--- config.mk ---
export PLATFORM = sky130hd
export DESIGN_NAME = cpu_ctrl
export DESIGN_NICKNAME = d
export VERILOG_FILES = /design/src/rtl/cpu_pkg.sv /design/src/rtl/cpu_ctrl_decode.sv /design/src/rtl/cpu_ctrl.sv
export SDC_FILE = /design/constraint.sdc
export NUM_CORES = 1
export LEC_CHECK = 0
export BUFFER_PORTS_ARGS = -buffer_cell sky130_fd_sc_hd__buf_2
export CORE_ASPECT_RATIO = 0.8
export CORE_MARGIN = 3
export CORE_UTILIZATION = 47
export DETAILED_ROUTE_END_ITERATION = 10
export HOLD_SLACK_MARGIN = 0.05
export MAX_ROUTING_LAYER = met4
export PLACE_DENSITY = 0.83
export REMOVE_ABC_BUFFERS = 1
export SYNTH_ARGS = -nofsm -noshare
export SYNTH_HDL_FRONTEND = slang
export SYNTH_SLANG_ARGS = --single-unit
--- constraint.sdc ---
create_clock -name clk -period 1.6 [get_ports clk]
set_input_delay 0.16 -clock clk [delete_from_list [all_inputs] [get_ports clk]]
set_output_delay 0.16 -clock clk [all_outputs]
set_load 0.02 [all_outputs]
--- src/rtl/cpu_pkg.sv ---
// Shared definitions for the accumulator CPU controller: opcodes, FSM states, strobe bundle.
package cpu_pkg;

  localparam int AW = 13;

  localparam logic [2:0] HLT  = 3'd0;
  localparam logic [2:0] SKZ  = 3'd1;
  localparam logic [2:0] ADD  = 3'd2;
  localparam logic [2:0] ANDD = 3'd3;
  localparam logic [2:0] XORR = 3'd4;
  localparam logic [2:0] LDA  = 3'd5;
  localparam logic [2:0] STO  = 3'd6;
  localparam logic [2:0] JMP  = 3'd7;

  typedef enum logic [2:0] {IDLE, F1, F2, DEC, EX1, EX2, EX3, HALT} state_t;

  typedef struct packed {
    logic alu_ena;
    logic load_acc;
    logic inc_pc;
    logic load_pc;
    logic rd;
    logic wr;
    logic datactl_ena;
    logic halt;
  } strobe_t;

  // Ops that read a memory operand into the ALU.
  function automatic logic is_operand_op(input logic [2:0] op);
    return (op == ADD) || (op == ANDD) || (op == XORR) || (op == LDA);
  endfunction

endpackage

--- src/rtl/cpu_ctrl_decode.sv ---
// Combinational strobe decode from {state, opcode, latched zero}; zero latency, no backpressure.
module cpu_ctrl_decode
  import cpu_pkg::*;
(
  input  state_t     state_i,
  input  logic [2:0] opcode_i,
  input  logic       zero_q_i,
  output strobe_t    strb_o
);

  logic operand;
  assign operand = is_operand_op(opcode_i);

  always_comb begin
    strb_o = '0;
    case (state_i)
      F1, F2: begin
        strb_o.rd     = 1'b1;
        strb_o.inc_pc = 1'b1;
      end
      EX1: begin
        if (operand)              strb_o.rd          = 1'b1;
        else if (opcode_i == STO) strb_o.datactl_ena = 1'b1;
        else if (opcode_i == JMP) strb_o.load_pc     = 1'b1;
        else if (opcode_i == SKZ) strb_o.inc_pc      = zero_q_i;
      end
      EX2: begin
        if (operand) begin
          strb_o.rd      = 1'b1;
          strb_o.alu_ena = 1'b1;
        end else if (opcode_i == STO) begin
          strb_o.datactl_ena = 1'b1;
          strb_o.wr          = 1'b1;
        end else if (opcode_i == SKZ) begin
          // Second increment of the skip: together they step over one two-byte instruction.
          strb_o.inc_pc = zero_q_i;
        end
      end
      EX3: begin
        if (operand)              strb_o.load_acc    = 1'b1;
        else if (opcode_i == STO) strb_o.datactl_ena = 1'b1;
      end
      HALT:    strb_o.halt = 1'b1;
      default: ;
    endcase
  end

endmodule

--- src/rtl/cpu_ctrl.sv ---
// Six-cycle fetch/execute sequencer (HLT: three, then halted); waits in IDLE while ena is low.
// CPU_CTRL_STEP_EN adds a 'step' input so each instruction start also needs a step pulse.
module cpu_ctrl
  import cpu_pkg::*;
(
  input  logic          clk,
  input  logic          rst_n,
  input  logic          ena,
  input  logic [7:0]    data,
  input  logic          zero,
`ifdef CPU_CTRL_STEP_EN
  input  logic          step,
`endif
  output logic [2:0]    opcode,
  output logic [AW-1:0] ir_addr,
  output logic          alu_ena,
  output logic          load_acc,
  output logic          inc_pc,
  output logic          load_pc,
  output logic          rd,
  output logic          wr,
  output logic          datactl_ena,
  output logic          halt
);

  state_t     state_q;
  logic [7:0] ir_hi_q;
  logic [7:0] ir_lo_q;
  logic       zero_q;
  logic       go;
  strobe_t    strb;

`ifdef CPU_CTRL_STEP_EN
  assign go = ena & step;
`else
  assign go = ena;
`endif

  always_ff @(posedge clk or negedge rst_n) begin
    if (!rst_n) begin
      state_q <= IDLE;
      ir_hi_q <= 8'h00;
      ir_lo_q <= 8'h00;
      zero_q  <= 1'b0;
    end else begin
      case (state_q)
        IDLE: if (go) state_q <= F1;
        F1: begin
          ir_hi_q <= data;
          state_q <= F2;
        end
        F2: begin
          ir_lo_q <= data;
          state_q <= DEC;
        end
        DEC: begin
          zero_q  <= zero;
          state_q <= (ir_hi_q[7:5] == HLT) ? HALT : EX1;
        end
        EX1:     state_q <= EX2;
        EX2:     state_q <= EX3;
        EX3:     state_q <= go ? F1 : IDLE;
        HALT:    state_q <= HALT;
        default: state_q <= IDLE;
      endcase
    end
  end

  assign opcode  = ir_hi_q[7:5];
  assign ir_addr = {ir_hi_q[4:0], ir_lo_q};

  cpu_ctrl_decode u_decode (
    .state_i  (state_q),
    .opcode_i (opcode),
    .zero_q_i (zero_q),
    .strb_o   (strb)
  );

  assign alu_ena     = strb.alu_ena;
  assign load_acc    = strb.load_acc;
  assign inc_pc      = strb.inc_pc;
  assign load_pc     = strb.load_pc;
  assign rd          = strb.rd;
  assign wr          = strb.wr;
  assign datactl_ena = strb.datactl_ena;
  assign halt        = strb.halt;

endmodule

==> out/qor.csv, run 1 <==
stage,metric,value,unit
synthesis,Post-synth EDFFs,0,
critical_path,worst path cell trace,buf_4 -> nand2_1 -> nor3_1 -> buf_2,
worst_hold_path,hold path start,zero,
global_routing,gr ovfl total,0,
layout,share of layout cells above drive strength 1,0.711,
cts,Clock Latency Late Sink,300,ps
critical_path,max incr delay on CP,410,ps
routing,DR vias,741,
cts,Num CTS Buffers,3,
synthesis,most common cell in the netlist,dfrtp_1,
floorplan,Die Y,45.8,µm
synthesis,Synth Instances,67,
sta,Fmax,631,MHz
run_status,status,"finished, final reports clean",
critical_path,"Data arrival, critical path",1430,ps
power_and_ir_drop,Leakage,0.000618,µW
sta,clock skew,6.14,ps
synthesis,Synth area leader,dfrtp_1,
floorplan,Die W,55.7,µm
place,Port Buffer Count,35,
sta,worst slew pin tran,432,ps
routing,via/cell ratio,5.45,
floorplan,I/O pin cnt,36,
critical_path,CP endpoint kind,output pin,
synthesis,post-synthesis sequential area ratio,0.539,
power_and_ir_drop,Peak VDD IR,1.73,mV
layout,n_diodes,0,
synthesis,ys flop type,dfrtp_1,
global_routing,Total GRT Usage,0.182,
sta,Final Slew Violations,0,
critical_path,"Slowest-stage cell, CP",dfrtp_2,
cts,Max clock buf depth,2,
synthesis,post-synthesis cell area,928,µm²
cts,"Reg clk slew, reported paths",110,ps
place,gpl congestion,0.805,
global_routing,first-pass GRT wire length,3370,µm
floorplan,Initial Util,0.533,
routing,drt drc,0,
layout,nets,127,
synthesis,Synth top cells by count,"20 x dfrtp_1, 18 x mux2_2, 4 x nand2_1",
synthesis,"flops & latches, synth",20,
critical_path,crit-path max FO,11,
routing,"antenna viol nets, final",0,
sta,max_slew headroom,0.712,
routing,1st-iter DRT viols,23,
critical_path,reg2reg start,state_q[0],
routing,Total Wirelength,2320,µm
synthesis,ys async rst share,1.00,
cts,clk root buf,clkbuf_4,
place,HPWL Detailed,1520,µm
cts,CTS tree,done,
synthesis,Ys Warns,0,
floorplan,die area,0.00255,mm²
global_routing,initial antenna violation count,0,
sta,final setup fails,0,
global_routing,number of global-route vias before repair,702,
layout,Area growth syn-to-layout,42.3,%
floorplan,row cnt,13,
synthesis,leading post-synthesis cells by cell area,"dfrtp_1 54%, mux2_2 22%, nor3b_4 4.0%",
routing,WL/cell,17.0,µm
synthesis,synthesized area per cell,13.9,µm²
sta,min Tclk post-route,1590,ps
cts,H-tree lvl count,1,
synthesis,share of the synthesized area in the top cell type,0.539,
sta,Final Hold Fails,0,
place,DP Cell Count,125,
sta,setup ws final,14.9,ps
critical_path,CP Class,register to output pin,
critical_path,CP startpoint kind,register,
global_routing,largest net degree at the start of global routing,21,
layout,non-filler instance count after layout,136,
routing,Pre-antenna DRT Iters,4,
worst_hold_path,Hold Path Class,primary input to register,
power_and_ir_drop,pwr dens,2520,mW/mm²
sta,Tcrit/Tclk final,0.991,
critical_path,WP data required,1440,ps
floorplan,Placeable Area,0.00174,mm²
synthesis,Yosys cell types,23,
cts,Sink Count,20,
place,"worst slack, placed",91.7,ps
flow_run,max_cap viols,0,
==> sequential cells by signal, indices dropped and copies added (netlist names), named ones only <==
register  cells
state_q       2
ir_hi_q       8
ir_lo_q       8
zero_q        1
==> where the power goes <==
| part | total (µW) | leakage (µW) | internal, µW | switching [µW] |
|---|---|---|---|---|
| Clock | 404 | 0.0000279 | 253 | 151 |
| Combinational | 1890 | 0.000360 | 902 | 993 |
| Sequential | 1030 | 0.000230 | 786 | 245 |
==> cell families after synthesis <==
logic type                count (synthesis)  share of synthesized area
muxes                                    18                      0.218
DFF                                      20                      0.539
and+or+nand+nor                          19                      0.163
xor gates and xnor gates                  2                     0.0189
buffers and inverters                     4                     0.0269
AOI/OAI and AO/OA                         4                     0.0337
==> worst paths after layout <==
kind | end | cells past startpoint | slack (ps)
hold reg to reg | ir_lo_q[2] | 1 | 510
setup reg to reg | ir_hi_q[4] | 4 | 110
max in group asynchronous | async pin | 2 | 950
min in group asynchronous | zero_q | 2 | 320
hold / removal | zero_q | 2 | 100
setup / recovery | load_acc | 4 | 10
==> critical path, delay by kind of cell, from the launching register on <==
family	cells	cell delay [ps]
DFF	1	410
buffers and inverters	2	400
and+or+nand+nor	2	310
==> what timing repair did <==
| action | CTS | global route |
|---|---|---|
| hold buffers | 1 | 0 |
| buffers inserted | 6 | 0 |
| endpoints found under the setup margin | 6 | 5 |
| pin swaps | 0 | 2 |
| hold endpoints to repair | 20 | 0 |
| gates resized for setup | 5 | 14 |
==> per-stage QoR <==
stage / hold slack [ps] / setup TNS [ps] / power [µW] / area [µm²] / util
floorplan: -136 / -88.3 / 2060 / 907 / -
global placement: 115 / 0 / 2540 / 1140 / 0.655
detailed placement: 121 / 0 / 2620 / 1140 / 0.655
CTS: 95.6 / 0 / 3150 / 1260 / 0.724
global route: 86.7 / -32.5 / 3490 / 1320 / 0.759
finish: 95.4 / 0 / 3330 / 1320 / 0.759
==> layout make-up <==
class,instances,area (µm²)
tap,22,27.5
timing repair buffer,46,273
inverter,1,3.75
sequential,20,508
multi-input combinational,43,457
clock buffer,3,22.5
clock inverter,1,30.0
fill,123,419
==> metal layers <==
| metal | global-route usage | share of wire | vias to the layer above |
|---|---|---|---|
| li1 | - | - | 342 |
| met1 | 0.212 | 0.40 | 368 |
| met2 | 0.330 | 0.54 | 29 |
| met3 | 0.0397 | 0.054 | 2 |
| met4 | 0.0437 | 0.011 | 0 |
| met5 | - | 0 | - |
==> cells in the final DEF, fill, tap and decap left out, drive strengths merged <==
cell,synthesis,layout
and3,1,1
buf,3,45
bufinv,0,1
clkbuf,0,3
dfrtp,20,20
dlygate4sd3,0,1
inv,1,1
mux2,18,18
nand2,4,4
nand2b,2,2
nand3b,1,1
nand4bb,1,1
nor2b,1,1
nor3,1,1
nor3b,3,3
nor4,1,1
nor4b,1,1
nor4bb,1,1
o2111a,1,1
o22ai,2,2
o31ai,1,1
or3,1,1
or4bb,1,1
xnor2,2,2
Power figures use the tool's default switching activity.
==> run 2, diff against run 1 <==
--- a/config.mk
+++ b/config.mk
@@ -5,14 +5,13 @@
 export SDC_FILE = /design/constraint.sdc
 export NUM_CORES = 1
 export LEC_CHECK = 0
-export BUFFER_PORTS_ARGS = -buffer_cell sky130_fd_sc_hd__buf_2
-export CORE_ASPECT_RATIO = 0.8
 export CORE_MARGIN = 3
-export CORE_UTILIZATION = 47
+export CORE_UTILIZATION = 59
 export DETAILED_ROUTE_END_ITERATION = 10
+export DONT_BUFFER_PORTS = 1
 export HOLD_SLACK_MARGIN = 0.05
 export MAX_ROUTING_LAYER = met4
-export PLACE_DENSITY = 0.83
+export PLACE_DENSITY = 0.81
 export REMOVE_ABC_BUFFERS = 1
 export SYNTH_ARGS = -nofsm -noshare
 export SYNTH_HDL_FRONTEND = slang
==> out/qor.csv, run 2 (synthesis results as in run 1) <==
stage,metric,value,unit
global_routing,first-pass GRT wire length,3640,µm
floorplan,die area,0.00209,mm²
floorplan,Initial Util,0.671,
routing,Pre-antenna DRT Iters,4,
routing,via/cell ratio,6.74,
flow_run,max_cap viols,0,
sta,worst slew pin tran,843,ps
layout,share of layout cells above drive strength 1,0.598,
critical_path,worst path cell trace,buf_6 -> xnor2_4 -> o22ai_1 -> buf_4,
global_routing,initial antenna violation count,0,
layout,most frequent cells in the layout,"18 x mux2_2, 14 x dfrtp_1, 11 x buf_4",
sta,Fmax,613,MHz
place,gpl congestion,0.764,
power_and_ir_drop,Leakage,0.000541,µW
floorplan,row cnt,13,
worst_hold_path,Hold Path Class,primary input to register,
global_routing,largest net degree at the start of global routing,21,
place,Port Buffer Count,0,
sta,final setup fails,1,
routing,Total Wirelength,2660,µm
sta,Hold WS,149,ps
routing,"antenna viol nets, final",0,
routing,1st-iter DRT viols,18,
critical_path,CP endpoint kind,output pin,
global_routing,gr ovfl total,0,
critical_path,crit-path max FO,10,
cts,H-tree lvl count,1,
routing,drt drc,0,
layout,nets,105,
layout,"commonest non-fill, non-tap cell in the layout",mux2_2,
cts,clk root buf,clkbuf_4,
place,HPWL Detailed,1290,µm
cts,Num CTS Buffers,3,
critical_path,WP data required,1440,ps
global_routing,number of global-route vias before repair,751,
sta,min Tclk post-route,1630,ps
critical_path,"Data arrival, critical path",1470,ps
sta,Final Hold Fails,0,
floorplan,Die W,45.7,µm
layout,Area growth syn-to-layout,37.6,%
cts,Sink Count,20,
layout,biggest regs,"ir_hi_q x8, ir_lo_q x8, state_q x2",
sta,Tcrit/Tclk final,1.02,
critical_path,CP Class,register to output pin,
critical_path,"Slowest-stage cell, CP",dfrtp_2,
sta,setup ws final,-30.9,ps
floorplan,I/O pin cnt,36,
critical_path,CP startpoint kind,register,
global_routing,Total GRT Usage,0.262,
cts,Clock Latency Late Sink,300,ps
power_and_ir_drop,Peak VDD IR,1.61,mV
sta,setup tns final,-30.9,ps
cts,Max clock buf depth,2,
routing,WL/cell,24.8,µm
run_status,status,"complete, but fails checks",
cts,"Reg clk slew, reported paths",120,ps
sta,RSZ-0062 raised after global routing,yes,
sta,max_slew headroom,0.436,
sta,Final Slew Violations,0,
sta,clock skew,12.4,ps
floorplan,Placeable Area,0.00138,mm²
floorplan,Die Y,45.7,µm
power_and_ir_drop,pwr dens,2560,mW/mm²
layout,n_diodes,0,
critical_path,max incr delay on CP,460,ps
cts,CTS tree,done,
routing,DR vias,721,
run_status,failing checks,negative setup slack,
## run 2: power breakdown
group | total, µW | internal, µW | switching (µW) | leakage, µW
Clock | 294 | 139 | 155 | 0.0000210
Combinational | 1630 | 847 | 783 | 0.000291
Sequential | 1340 | 783 | 557 | 0.000230
Total | 3260 | 1770 | 1500 | 0.000541
## run 2: timing repair
action	in CTS	in global routing
hold buffers	10	0
buffers inserted	3	0
pin swaps	1	0
gates resized for setup	9	16
setup endpoints to repair	6	6
endpoints found under the hold margin	37	0
## run 2: per-layer routing
metal  track usage  routed length (µm)  vias up
met4        0.0994                  37        0
met1         0.289                1020      365
li1              -                   -      298
met2         0.454                1420       52
met5             -                   0        -
met3        0.0553                 175        6
## run 2: critical path, delay by kind of cell, from the launching register on
kind	cells	cell delay [ps]
AOI/OAI and AO/OA	1	200
xor gates and xnor gates	1	150
buffers and inverters	2	360
DFF	1	460
## run 2: final cells by class
type                       instances  area [µm²]
timing repair buffer              24         216
sequential                        20         508
inverter                           1        3.75
tap                               15        18.8
multi-input combinational         43         494
fill                              46         105
clock buffer                       4        36.3
## run 2: final timing paths
check | startpoint | endpoint | slack, ps | cells after the start
min in group asynchronous | rst_n | ir_hi_q[3] | 390 | 1
max in group asynchronous | rst_n | async pin | 620 | 1
worst max-delay path | state_q[1] | inc_pc | -30 | 4
worst min-delay path | ena | state_q[0] | 150 | 2
worst min register to register | zero_q | zero_q | 560 | 1
worst max register to register | state_q[1] | ir_lo_q[5] | 90 | 4
## run 2: metrics by stage
stage               std cells   util  setup slack (ps)  area [µm²]  total power (µW)
floorplan                  64      -             -88.3         907              2060
global placement           90  0.729               169        1010              2370
detailed placement         90  0.729               122        1010              2430
CTS                       107  0.865             -7.48        1200              2870
global route              107  0.924             -83.5        1280              3380
finish                    107  0.924             -30.9        1280              3260
